$ cat src/rtl/rv_fetch_pkg.sv
// rtl/rv_fetch_pkg.sv - shared types and constants for the instruction-fetch stage
package rv_fetch_pkg;

   typedef struct packed {
      logic [31:0] pc;
      logic [31:0] instr;
   } fetch_entry_t;

   localparam logic [31:0] INSTR_NOP = 32'h0000_0013;
   localparam logic [31:0] PC_STEP   = 32'd4;

   // Masking keeps every bit of the operand in use while clearing the byte offset.
   function automatic logic [31:0] word_align(input logic [31:0] addr);
      return addr & 32'hFFFF_FFFC;
   endfunction

endpackage

$ cat src/rtl/fetch_fifo.sv
// rtl/fetch_fifo.sv - instruction buffer holding fetched words with their PCs
// Head is read combinationally; flush drops every entry in one cycle.
module fetch_fifo
   import rv_fetch_pkg::*;
#(
   parameter int DEPTH = 2,
   parameter int CW    = $clog2(DEPTH + 1)
) (
   input  logic         clk,
   input  logic         rst_n,
   input  logic         push,
   input  logic         pop,
   input  logic         flush,
   input  fetch_entry_t wdata,
   output fetch_entry_t rdata,
   output logic         empty,
   output logic         full,
   output logic [CW-1:0] count
);

   localparam int PW = (DEPTH > 1) ? $clog2(DEPTH) : 1;
   localparam logic [PW-1:0] LAST = PW'(DEPTH - 1);

   fetch_entry_t  mem [DEPTH];
   logic [PW-1:0] wr_ptr;
   logic [PW-1:0] rd_ptr;
   logic          do_push;
   logic          do_pop;

   function automatic logic [PW-1:0] bump(input logic [PW-1:0] p);
      return (p == LAST) ? '0 : p + 1'b1;
   endfunction

   assign empty   = (count == '0);
   assign full    = (count == CW'(DEPTH));
   assign do_pop  = pop && !empty;
   // A pop frees the slot, so a push into a full buffer is legal in the same cycle.
   assign do_push = push && (!full || do_pop);
   assign rdata   = mem[rd_ptr];

   always_ff @(posedge clk or negedge rst_n) begin
      if (!rst_n) begin
         wr_ptr <= '0;
         rd_ptr <= '0;
         count  <= '0;
      end else if (flush) begin
         wr_ptr <= '0;
         rd_ptr <= '0;
         count  <= '0;
      end else begin
         if (do_push) wr_ptr <= bump(wr_ptr);
         if (do_pop)  rd_ptr <= bump(rd_ptr);
         if (do_push && !do_pop)      count <= count + 1'b1;
         else if (do_pop && !do_push) count <= count - 1'b1;
      end
   end

   always_ff @(posedge clk) begin
      if (do_push && !flush) mem[wr_ptr] <= wdata;
   end

endmodule

$ cat src/rtl/fetch_unit.sv
// rtl/fetch_unit.sv - instruction fetch: PC ownership, credit-limited imem requests, redirect flush
// Wrong-path words already in flight are counted in discard and dropped on return.
module fetch_unit
   import rv_fetch_pkg::*;
#(
   parameter logic [31:0] RESET_PC = 32'h0000_0000,
   parameter int          DEPTH    = 2
) (
   input  logic        clk,
   input  logic        rst_n,
   input  logic        branch_taken,
   input  logic [31:0] branch_target,
   output logic        imem_req_valid,
   input  logic        imem_req_ready,
   output logic [31:0] imem_addr,
   input  logic        imem_rsp_valid,
   input  logic [31:0] imem_rsp_data,
   output logic        if_valid,
   input  logic        if_ready,
   output logic [31:0] if_pc,
   output logic [31:0] if_instr
);

   localparam int CW = $clog2(DEPTH + 1);

   logic [31:0]   fetch_pc;
   logic [31:0]   rsp_pc;
   logic [31:0]   redirect_pc;
   logic [CW-1:0] outstanding;
   logic [CW-1:0] outstanding_nxt;
   logic [CW-1:0] discard;
   logic [CW-1:0] count;
   logic [CW:0]   inflight;
   logic          credit_ok;
   logic          req_fire;
   logic          rsp_take;
   logic          fifo_push;
   logic          fifo_pop;
   logic          empty;
   logic          full;
   fetch_entry_t  wr_entry;
   fetch_entry_t  head;

   assign redirect_pc = word_align(branch_target);
   assign inflight    = {1'b0, outstanding} + {1'b0, count};
   assign credit_ok   = !full && (inflight < (CW+1)'(DEPTH));

   // Gating with rst_n keeps the request quiet while reset is held.
   assign imem_req_valid = rst_n && credit_ok && !branch_taken;
   assign imem_addr      = fetch_pc;
   assign req_fire       = imem_req_valid && imem_req_ready;
   assign rsp_take       = imem_rsp_valid && (outstanding != '0);

   assign fifo_push = imem_rsp_valid && (discard == '0) && !branch_taken;
   assign fifo_pop  = if_valid && if_ready && !branch_taken;
   assign wr_entry  = '{pc: rsp_pc, instr: imem_rsp_data};

   assign if_valid = !empty;
   assign if_pc    = empty ? 32'h0 : head.pc;
   assign if_instr = empty ? 32'h0 : head.instr;

   always_comb begin
      outstanding_nxt = outstanding;
      if (req_fire) outstanding_nxt = outstanding_nxt + 1'b1;
      if (rsp_take) outstanding_nxt = outstanding_nxt - 1'b1;
   end

   always_ff @(posedge clk or negedge rst_n) begin
      if (!rst_n) begin
         fetch_pc    <= RESET_PC;
         rsp_pc      <= RESET_PC;
         outstanding <= '0;
         discard     <= '0;
      end else begin
         outstanding <= outstanding_nxt;
         if (branch_taken) begin
            fetch_pc <= redirect_pc;
            rsp_pc   <= redirect_pc;
            // Everything still owed by memory is wrong-path, minus the word arriving now.
            discard  <= rsp_take ? outstanding - 1'b1 : outstanding;
         end else begin
            if (req_fire)  fetch_pc <= fetch_pc + PC_STEP;
            if (fifo_push) rsp_pc   <= rsp_pc + PC_STEP;
            if (imem_rsp_valid && (discard != '0)) discard <= discard - 1'b1;
         end
      end
   end

   fetch_fifo #(
      .DEPTH (DEPTH),
      .CW    (CW)
   ) u_fifo (
      .clk   (clk),
      .rst_n (rst_n),
      .push  (fifo_push),
      .pop   (fifo_pop),
      .flush (branch_taken),
      .wdata (wr_entry),
      .rdata (head),
      .empty (empty),
      .full  (full),
      .count (count)
   );

endmodule
$ cat config.mk
export PLATFORM = sky130hd
export DESIGN_NAME = fetch_unit
export DESIGN_NICKNAME = d
export VERILOG_FILES = /design/src/rtl/rv_fetch_pkg.sv /design/src/rtl/fetch_fifo.sv /design/src/rtl/fetch_unit.sv
export SDC_FILE = /design/constraint.sdc
export NUM_CORES = 1
export LEC_CHECK = 0
export BUFFER_PORTS_ARGS = -buffer_cell sky130_fd_sc_hd__buf_4
export CAP_MARGIN = 20
export CORE_MARGIN = 4
export CORE_UTILIZATION = 30
export CTS_CLUSTER_DIAMETER = 40
export DETAILED_ROUTE_END_ITERATION = 8
export SYNTH_ARGS = -nofsm -noshare
export SYNTH_HDL_FRONTEND = slang
export SYNTH_SLANG_ARGS = --single-unit
$ cat constraint.sdc
create_clock -name clk -period 7.5 [get_ports clk]
set_input_delay 1.5 -clock clk [delete_from_list [all_inputs] [get_ports clk]]
set_output_delay 1.5 -clock clk [all_outputs]
set_load 0.02 [all_outputs]
After elaboration in Yosys (flattened, before gate mapping)
Memories as Yosys holds them, arrays and structs flattened.
Index checks and enable logic that the tools add are counted.
Widths: inputs -> output; s select.
- $add $sub $neg: 11
- $lt $le $gt $ge: 1
- equal/unequal tests: 1
- mux-type cells: 22
- reduce and logical (&&, ||, !) cells: 31
- operator list (cell ; count):
    $mux 32 ; 6
    $add 32x3->32 const B ; 2
    $mux 2 ; 8
    $logic_and 1x1->1 ; 15
    $reduce_bool 2->1 ; 7
    $mux 1 ; 8
    $sub 2x1->2 const B ; 4
    $logic_not 1->1 ; 5
    $add 2x1->2 const B ; 2
    $logic_not 2->1 ; 2
    $add 2x2->3 ; 1
    $lt 3x2->1 const B ; 1
    $reduce_bool 3->1 ; 1
    $add 1x1->1 const B ; 2
    $eq 2x2->1 const B ; 1
    $logic_or 1x1->1 ; 1
- bits in registers: 72
- memory bits (writable): 128
- input port bits: 70
- output and inout bits: 98
- word-level logic and storage cells: 74
- memories kept: 1
- memories (memory ; depth ; width ; rd ports ; clocked after Yosys merged registers in ; wr ports ; line ; text):
    u_fifo.mem ; 2 ; 64 ; 1 ; 0 ; 1 ; fetch_fifo.sv:24 ; fetch_entry_t mem [DEPTH];

Logic depth before layout (Yosys ltp)
Gate-level depths: netlist of run 1.
- depth after elaboration: 12
- gate-level depth with buffers: 9
- gate-level depth less buffers: 7

Cells and area by module
A second synthesis of run 1 with hierarchy kept.
- cells, all modules: 718
- area total of the unflattened synthesis: 9243.9 um^2
- by module, submodules not included (module ; instances ; cells each ; area an instance (um^2) ; sequential area each (um^2)):
    fetch_fifo ; 1 ; 226 ; 5082.4 ; 3943.8
    fetch_unit ; 1 ; 492 ; 4161.5 ; 1601.5

Worst setup path before layout of run 1
No wires, ideal clock.
- path type: input to register
- start: input imem_rsp_valid
- end: memory u_fifo.mem[1][0] (netlist name), enable pin
- setup time: 0.571 ns
- data arrival time: 6.577 ns
- required time: 6.929 ns
- slack: 0.352 ns
- stages on the path: 4
- buffers on the path: 1
- cell sequence: and2_1 buf_2 o21ai_0 nor3b_1
- cells in the longest elaborated chain, start to end: 6
- RTL lines (what ; line ; text):
    start, declared ; fetch_unit.sv:16 ; input logic imem_rsp_valid,
    $logic_and 1x1->1 (2 in a row) ; fetch_unit.sv:54 ; assign fifo_push = imem_rsp_valid && (discard == '0) && !branch_taken;
    $logic_and 1x1->1 ; fetch_fifo.sv:38 ; assign do_push = push && (!full || do_pop);
    $logic_and 1x1->1 ; fetch_fifo.sv:59 ; if (do_push && !flush) mem[wr_ptr] <= wdata;
    $mux 1 ; fetch_fifo.sv:59 ;
    $mux 1 (not written as such) ; fetch_fifo.sv:59 ;
    end, declared ; fetch_fifo.sv:24 ;
No other way between the ends.

Worst setup path after layout of run 1
- start: input rst_n
- end: output imem_req_valid
- cells in the longest elaborated chain, start to end: 2
- RTL lines (what ; line ; text):
    start, declared ; fetch_unit.sv:10 ; input logic rst_n,
    $logic_and 1x1->1 (2 in a row) ; fetch_unit.sv:49 ; assign imem_req_valid = rst_n && credit_ok && !branch_taken;
    end, declared ; fetch_unit.sv:13 ; output logic imem_req_valid,
No other way between the ends.

==> results of run 1 <==
[report_power, final]
group	total [uW]	internal [uW]	switching (uW)
clock	936	528	408
sequential	1320	1230	89.2
combinational	540	227	313
total	2800	1990	810
[cells by family (layout without fill, tap and decap cells)]
group,Yosys count,in the layout
AND/OR/NAND/NOR,235,235
flip-flops,192,192
AO/OA/AOI/OAI,75,75
other,1,4
buffers and inverters,48,214
adder cells (fa/ha/maj),5,5
multiplexers,83,83
XOR/XNOR,45,45
[critical path, stage by stage]
cell and delay [ns]:
buf_4 0.38, nor4b_4 0.33, and2_1 0.16, buf_4 0.14
[worst min-delay path by stage]
stage               start                end  slack, ns  depth (start not counted)
6_report       rsp_pc[18]  u_fifo.mem[1][50]       0.51                          0
5_1_grt        rsp_pc[31]  u_fifo.mem[1][63]       0.55                          0
4_1_cts        rsp_pc[18]  u_fifo.mem[1][50]       0.52                          0
3_5_place_dp   rsp_pc[18]  u_fifo.mem[0][50]       0.51                          0
3_3_place_gp   rsp_pc[18]  u_fifo.mem[0][50]       0.49                          0
2_1_floorplan  rsp_pc[18]  u_fifo.mem[0][50]       0.46                          0
[sequential cells by signal, summed over array words and instances, names as in the netlist]
register	cells
imem_addr	30
u_fifo.count	2
discard	2
rsp_pc	30
u_fifo.wr_ptr	1
outstanding	2
u_fifo.mem	124
u_fifo.rd_ptr	1
[synthesized netlist by cell type, drive strengths merged (8+ instances only)]
cell type,instances
a21oi,14
and4,8
dfrtp,68
nand2,41
nor4,11
xnor2,27
xor2,18
nor3,14
mux2,18
nand3,23
inv,15
nor2,84
clkbuf,14
buf,19
mux2i,65
o21ai,29
nand4,29
edfxtp,124
[routing by layer]
layer / GRT usage / routed length [um] / up-vias
met5: 0 / 0 / -
met4: 0.0342 / 264 / 0
met3: 0.0329 / 1220 / 18
met2: 0.198 / 9450 / 180
met1: 0.194 / 10300 / 2882
li1: - / - / 2819
[metrics by stage]
stage / cell area (um2) / cells / setup WS [ns]
global route: 10900 / 1237 / 3.31
detailed placement: 10300 / 1205 / 3.42
finish: 10900 / 1237 / 3.45
CTS: 10900 / 1237 / 3.42
global placement: 10300 / 1205 / 3.43
floorplan: 8740 / 687 / 0.352
[layout make-up]
type                            instances  area share
Sequential cell                       192       0.497
Multi-Input combinational cell        447       0.283
Timing Repair Buffer                  167       0.115
Tap cell                              384      0.0440
Clock buffer                           19      0.0425
Clock inverter                         13      0.0133
Inverter                               15     0.00516
==> key figures, run 1 <==
Outcome
  • Outcome: complete, no violations

Cells and area
  • Final Core Density: 0.380
  • Multi-input gate area: 3090 um2
  • Area Growth Syn to Fin: 25.0%
  • Most common cell after layout, fill and taps aside: buf_4
  • # nets final: 915
  • Layout cells sized above 1: 0.283
  • Commonest non-fill, non-tap cells in the layout: buf_4, edfxtp_1, nor2_1
  • Antenna Cells: 0
  • Seq. cell area: 5430 um2
  • Fill cell count: 2,820

Pwr
  • Power per cell area: 256 nW/um2
  • Leak: 0.00406 uW
  • Peak supply drop: 0.135 mV
  • Total design power: 2800 uW

Job
  • Max-cap violations: 0

GRT
  • GRT overflow: 0
  • Vias in the first global route: 5,691
  • First-pass GRT wire length: 32,700 um
  • Initial antenna violation count: 0
  • Largest net degree at the start of global routing: 65
  • All-Layer GR Usage: 0.133

Timing
  • Fmax: 247 MHz
  • Hold Vio Cnt, Final: 0
  • Final period util: 0.540
  • TNS Setup: 0 ns
  • Final Max Tran Viols: 0
  • Worst Tran Pin Value: 1.02 ns
  • Fin crit period: 4.05 ns
  • Hold_ws: 0.508 ns
  • Setup repair after global routing missed its margin: false
  • Setup-failing EPs final: 0
  • Slew headroom: 0.316
  • Clock skew: 0.0133 ns

Clock network
  • CTS Hold Bufs: 0
  • H-tree depth: 4
  • CTS Root Cell: clkbuf_16
  • # clock sinks: 192
  • CTS tree: built
  • Worst-path clk slew: 0.07 ns
  • Clock Latency Late Sink: 0.43 ns
  • CTS buffer count: 17
  • # resized after CTS: 0
  • Setup Fix Bufs, Post-CTS: 0
  • Clock Tree Buf Depth: 2

Synth
  • Mapped Area: 8730 um2
  • Yosys warnings: 0
  • Syn Area/Cell: 12.8 um2
  • Mapped Cells: 684
  • Top cells by area, synth: edfxtp_1, dfrtp_1, mux2i_1, nor2_1, xnor2_1
  • Register bit total from synthesis: 192
  • Largest family of logic cells by synthesized area: simple AND/OR/NAND/NOR gates
  • Post-synthesis xor/xnor area fraction: 0.0451
  • Adder-cell share of the synthesized area: 0.00802
  • Top cell type's share of synthesized area: 0.426
  • Sequential share of the synthesized area: 0.621
  • Synth Area in Compound Gates: 0.0539
  • Ys flop type: edfxtp_1
  • Yosys top cell by area: edfxtp_1
  • Synth Area in Simple Gates: 0.145
  • Count of flip-flops with a built-in enable after synthesis: 124
  • Post-synthesis mux area share: 0.0977
  • Ys async rst share: 0.354
  • Post-synthesis cell type count: 57

Placed design
  • Post-DP HPWL: 14,500 um
  • Routability cong.: 0.771
  • IO Port Bufs: 161

Worst setup path
  • Crit path DAT: 2.55 ns
  • Reg2reg path depth: 8
  • Setup CP Type: input pin to primary output
  • Crit start category: input pin
  • CP required: 6.00 ns
  • Reg2reg start: u_fifo.count[0]
  • RR Endpoint: imem_addr[19]
  • FF-to-FF setup slack: 4.61 ns
  • Worst Setup EP: imem_req_valid
  • Crit Path Max Fanout: 33
  • Worst setup path startpoint: rst_n
  • Critical Path End Type: primary output

Floorplan
  • Io pins: 168
  • Chip height: 179 um
  • Initial Util: 0.304
  • Die width: 179 um
  • Site Rows: 62
  • Die area: 31,900 um2
  • CORE AREA: 28,700 um2

Routing
  • WL/cell: 17.1 um
  • First-pass DRT Iterations: 6
  • Post-DRT Antenna Nets: 0
  • Avg Vias per Cell: 4.77
  • DR DRC count: 0
  • Vias: 5,899
  • Post-Route WL: 21,200 um
  • 1st-iter DRT viols: 325

Worst hold path
  • Hold crit path type: flop to flop
No activity file was read; power rests on OpenSTA's default activity.
==> run 2, diff against run 1 <==
==> constraint.sdc (replaced) <==
create_clock -name clk -period 3.75 [get_ports clk]
set_input_delay 0.75 -clock clk [delete_from_list [all_inputs] [get_ports clk]]
set_output_delay 0.75 -clock clk [all_outputs]
set_load 0.02 [all_outputs]
==> key figures, run 2 (synthesis results as in run 1) <==
Pwr
  • Leak: 0.00412 uW
  • Peak supply drop: 0.272 mV
  • Power per cell area: 513 nW/um2

GRT
  • Largest net degree at the start of global routing: 68
  • First-pass GRT wire length: 33,300 um
  • GRT overflow: 0
  • All-Layer GR Usage: 0.135
  • Initial antenna violation count: 0
  • Vias in the first global route: 5,858

Floorplan
  • Die area: 31,900 um2
  • Io pins: 168
  • Initial Util: 0.304
  • Chip height: 179 um
  • CORE AREA: 28,700 um2
  • Die width: 179 um
  • Site Rows: 62

Timing
  • Hold Vio Cnt, Final: 0
  • Fmax: 343 MHz
  • Fin crit period: 2.92 ns
  • Slew headroom: 0.379
  • Setup repair after global routing missed its margin: false
  • Final period util: 0.778
  • Setup-failing EPs final: 0
  • Final Max Tran Viols: 0
  • Clock skew: 0.0104 ns
  • Worst Tran Pin Value: 0.926 ns
  • TNS Setup: 0 ns

Routing
  • Vias: 5,898
  • Avg Vias per Cell: 4.74
  • DR DRC count: 0
  • Post-DRT Antenna Nets: 0
  • First-pass DRT Iterations: 6
  • Post-Route WL: 21,600 um
  • WL/cell: 17.3 um
  • 1st-iter DRT viols: 390

Worst setup path
  • Buf+Inv Stages, Crit Path: 1
  • Crit-path cells: and2_1, fa_1, nor4b_4, and2_1, buf_4
  • CP peak stage delay: 0.48 ns
  • Crit-path most repeated cell: and2_1
  • Crit path DAT: 2.17 ns
  • Crit start category: flop
  • Setup CP Type: flop to primary output
  • Crit Path Max Fanout: 6
  • Critical Path End Type: primary output
  • Highest-delay cell along the critical path: fa_1
  • Top Family by Delay on Critical Path: simple AND/OR/NAND/NOR gates
  • CP required: 3.00 ns

Placed design
  • Placed cell areas: 10,500 um2
  • Post-DP HPWL: 15,400 um
  • IO Port Bufs: 161
  • Routability cong.: 0.793

Cells and area
  • Fill cell count: 2,842
  • Most common cell after layout, fill and taps aside: buf_4
  • Area Growth Syn to Fin: 26.9%
  • Commonest non-fill, non-tap cells in the layout: buf_4, edfxtp_1, nor2_1
  • Antenna Cells: 0
  • Biggest register: u_fifo.mem
  • # nets final: 922
  • Layout cells sized above 1: 0.287
  • Max reg flops: 124
  • Fin area: 11,100 um2

Clock network
  • Worst-path clk slew: 0.07 ns
  • H-tree depth: 4
  • # resized after CTS: 0
  • Clock Tree Buf Depth: 2
  • CTS Root Cell: clkbuf_16
  • CTS tree: built
  • # clock sinks: 192
  • CTS buffer count: 17
  • Setup Fix Bufs, Post-CTS: 0
  • Clock Latency Late Sink: 0.43 ns
  • CTS Hold Bufs: 0

Outcome
  • Outcome: complete, no violations

Worst hold path
  • Hold crit path type: input pin to async pin

Job
  • Max-cap violations: 0
[run 2: metal layers]
metal	part of all wire	vias to the layer above	track usage
li1	-	2846	-
met1	0.48	2822	0.197
met2	0.45	206	0.203
met3	0.064	24	0.0295
met4	0.013	0	0.0371
met5	0	-	0
[run 2: where the power goes]
group          switching [uW]  internal (uW)
logic                     634            490
registers                 189           2460
clock network             832           1070
total                    1650           4030
[run 2: through the flow]
| step | setup slack [ns] | hold WS [ns] | total power (uW) | utilization | instances |
|---|---|---|---|---|---|
| after detailed placement | 0.942 | 0.498 | 3840 | 0.365 | 1212 |
| after CTS | 0.789 | 0.113 | 5760 | 0.386 | 1244 |
| final | 0.832 | 0.125 | 5680 | 0.386 | 1244 |
| after global routing | 0.713 | 0.101 | 5970 | 0.386 | 1244 |
| after global placement | 0.975 | 0.490 | 3810 | 0.365 | 1212 |
| after floorplan | 0.300 | 0.454 | 3350 | - | 687 |
[run 2: path summary, 6_finish.rpt]
check                                  start                 to  slack [ns]  cells after the start
max                          u_fifo.count[0]     imem_req_valid        0.83                      5
min                                    rst_n         rsp_pc[16]        0.12                      1
max reg2reg                  u_fifo.count[0]      imem_addr[13]        0.95                      8
min reg2reg                       rsp_pc[18]  u_fifo.mem[0][50]        0.52                      0
max in group asynchronous              rst_n      u_fifo.rd_ptr        2.50                      2
min in group clk           imem_rsp_data[15]  u_fifo.mem[0][15]        0.50                      1
[run 2: layout make-up]
cell class	count	area (um2)	area share
inverter	15	56.3	0.00508
clock buffer	17	425	0.0384
clock inverter	15	195	0.0176
sequential	192	5430	0.490
tap	384	480	0.0434
multi-input combinational	447	3100	0.280
timing repair buffer	174	1390	0.126
==> run 3, diff against run 2 <==
==> constraint.sdc (replaced) <==
create_clock -name clk -period 2.84 [get_ports clk]
set_input_delay 0.568 -clock clk [delete_from_list [all_inputs] [get_ports clk]]
set_output_delay 0.568 -clock clk [all_outputs]
set_load 0.02 [all_outputs]
==> key figures, run 3 (synthesis results as in run 1) <==
Outcome
  • Outcome: complete, no violations

Cells and area
  • Antenna Cells: 0
  • Commonest non-fill, non-tap cells in the layout: buf_4, edfxtp_1, nor2_1
  • Layout cells sized above 1: 0.295
  • Fin area: 11,000 um2
  • Max reg flops: 124
  • Final Core Density: 0.384
  • Biggest register: u_fifo.mem
  • Non-filler instance count after layout: 1,245
  • Area Growth Syn to Fin: 26.2%
  • # nets final: 924
  • Most common cell after layout, fill and taps aside: buf_4

GRT
  • GRT overflow: 0
  • Initial antenna violation count: 0
  • All-Layer GR Usage: 0.138
  • Vias in the first global route: 5,726
  • First-pass GRT wire length: 33,700 um
  • Largest net degree at the start of global routing: 64

Timing
  • Post-route setup slack: 0.131 ns
  • Fin crit period: 2.71 ns
  • Final period util: 0.954
  • Hold Vio Cnt, Final: 0
  • Slew headroom: 0.447
  • Setup repair after global routing missed its margin: false
  • Worst Tran Pin Value: 0.829 ns
  • Clock skew: 0.0107 ns
  • Fmax: 369 MHz
  • Setup-failing EPs final: 0
  • Final Max Tran Viols: 0

Worst setup path
  • Crit start category: flop
  • RR Endpoint: imem_addr[18]
  • Reg2reg start: u_fifo.count[0]
  • CP required: 2.27 ns
  • Worst Setup EP: imem_req_valid
  • Critical Path End Type: primary output
  • Setup CP Type: flop to primary output
  • Worst setup path startpoint: u_fifo.count[0]
  • Crit path DAT: 2.14 ns
  • Crit Path Max Fanout: 6
  • FF-to-FF setup slack: 0.37 ns
  • Reg2reg path depth: 8

Clock network
  • Setup Fix Bufs, Post-CTS: 0
  • CTS Root Cell: clkbuf_16
  • # clock sinks: 192
  • CTS Hold Bufs: 0
  • Clock Latency Late Sink: 0.43 ns
  • # resized after CTS: 0
  • Worst-path clk slew: 0.08 ns
  • CTS buffer count: 17
  • H-tree depth: 4
  • CTS tree: built
  • Clock Tree Buf Depth: 2

Floorplan
  • CORE AREA: 28,700 um2
  • Die width: 179 um
  • Io pins: 168
  • Die area: 31,900 um2
  • Chip height: 179 um
  • Site Rows: 62
  • Initial Util: 0.304

Placed design
  • Post-DP HPWL: 15,300 um
  • Placed cell areas: 10,500 um2
  • IO Port Bufs: 161
  • DP Worst Slack: 0.0942 ns
  • Placed Cells: 1,214
  • Routability cong.: 0.772

Routing
  • 1st-iter DRT viols: 277
  • Post-Route WL: 22,000 um
  • Avg Vias per Cell: 4.76
  • Vias: 5,923
  • WL/cell: 17.7 um
  • First-pass DRT Iterations: 5
  • Post-DRT Antenna Nets: 0
  • DR DRC count: 0

Pwr
  • Leak: 0.00409 uW
  • Peak supply drop: 0.423 mV
  • Power per cell area: 659 nW/um2

Worst hold path
  • Hold crit path type: input pin to async pin

Job
  • Max-cap violations: 0
-- run 3: cell types whose count changed in the layout (fill, tap and decap cells not counted), sizes merged --
cell,delta
clkinv,+4
bufinv,-3
buf,+2
clkinvlp,-1
inv,-1
-- run 3: per-layer routing --
metal  wire, um  up-vias  global-route usage
met3       1430       21              0.0341
met5          0        -                   0
met2       9880      177               0.209
li1           -     2833                   -
met1      10400     2892               0.198
met4        312        0              0.0368
-- run 3: worst min path at each step --
stage          startpoint                end  slack [ns]  cells after the start
2_1_floorplan       rst_n         discard[0]        0.27                      0
3_3_place_gp   rsp_pc[31]  u_fifo.mem[0][63]        0.48                      0
3_5_place_dp   rsp_pc[18]  u_fifo.mem[0][50]        0.48                      0
4_1_cts             rst_n      u_fifo.rd_ptr        0.21                      2
5_1_grt             rst_n      u_fifo.rd_ptr        0.21                      2
6_report            rst_n         rsp_pc[17]        0.20                      2
-- run 3: worst max-delay path, stage by stage (launching register included) --
cell	delay, ns
dfrtp_2	0.45
and2_1	0.18
fa_1	0.47
nor4b_4	0.28
and2_1	0.19
buf_4	0.14
-- run 3: layout make-up --
type	count	area, um2
clock inverters	14	124
fillers	2839	17700
well taps	384	480
multi-input cells	447	3120
clock buffers	17	425
flip-flops and latches	192	5430
inverters	15	56.3
repair buffers	176	1380
-- run 3: report_power, final --
group          switching [uW]  internal [uW]
Sequential                245           3250
Combinational             842            644
Clock                    1130           1150
-- run 3: stage by stage --
step,power (uW),hold slack (ns),TNS (ns)
2_1_floorplan,4440,0.272,-10.75
3_3_place_gp,5040,0.476,0
3_5_place_dp,5070,0.483,0
4_1_cts,7370,0.207,0
5_1_grt,7640,0.215,0
6_report,7260,0.200,0
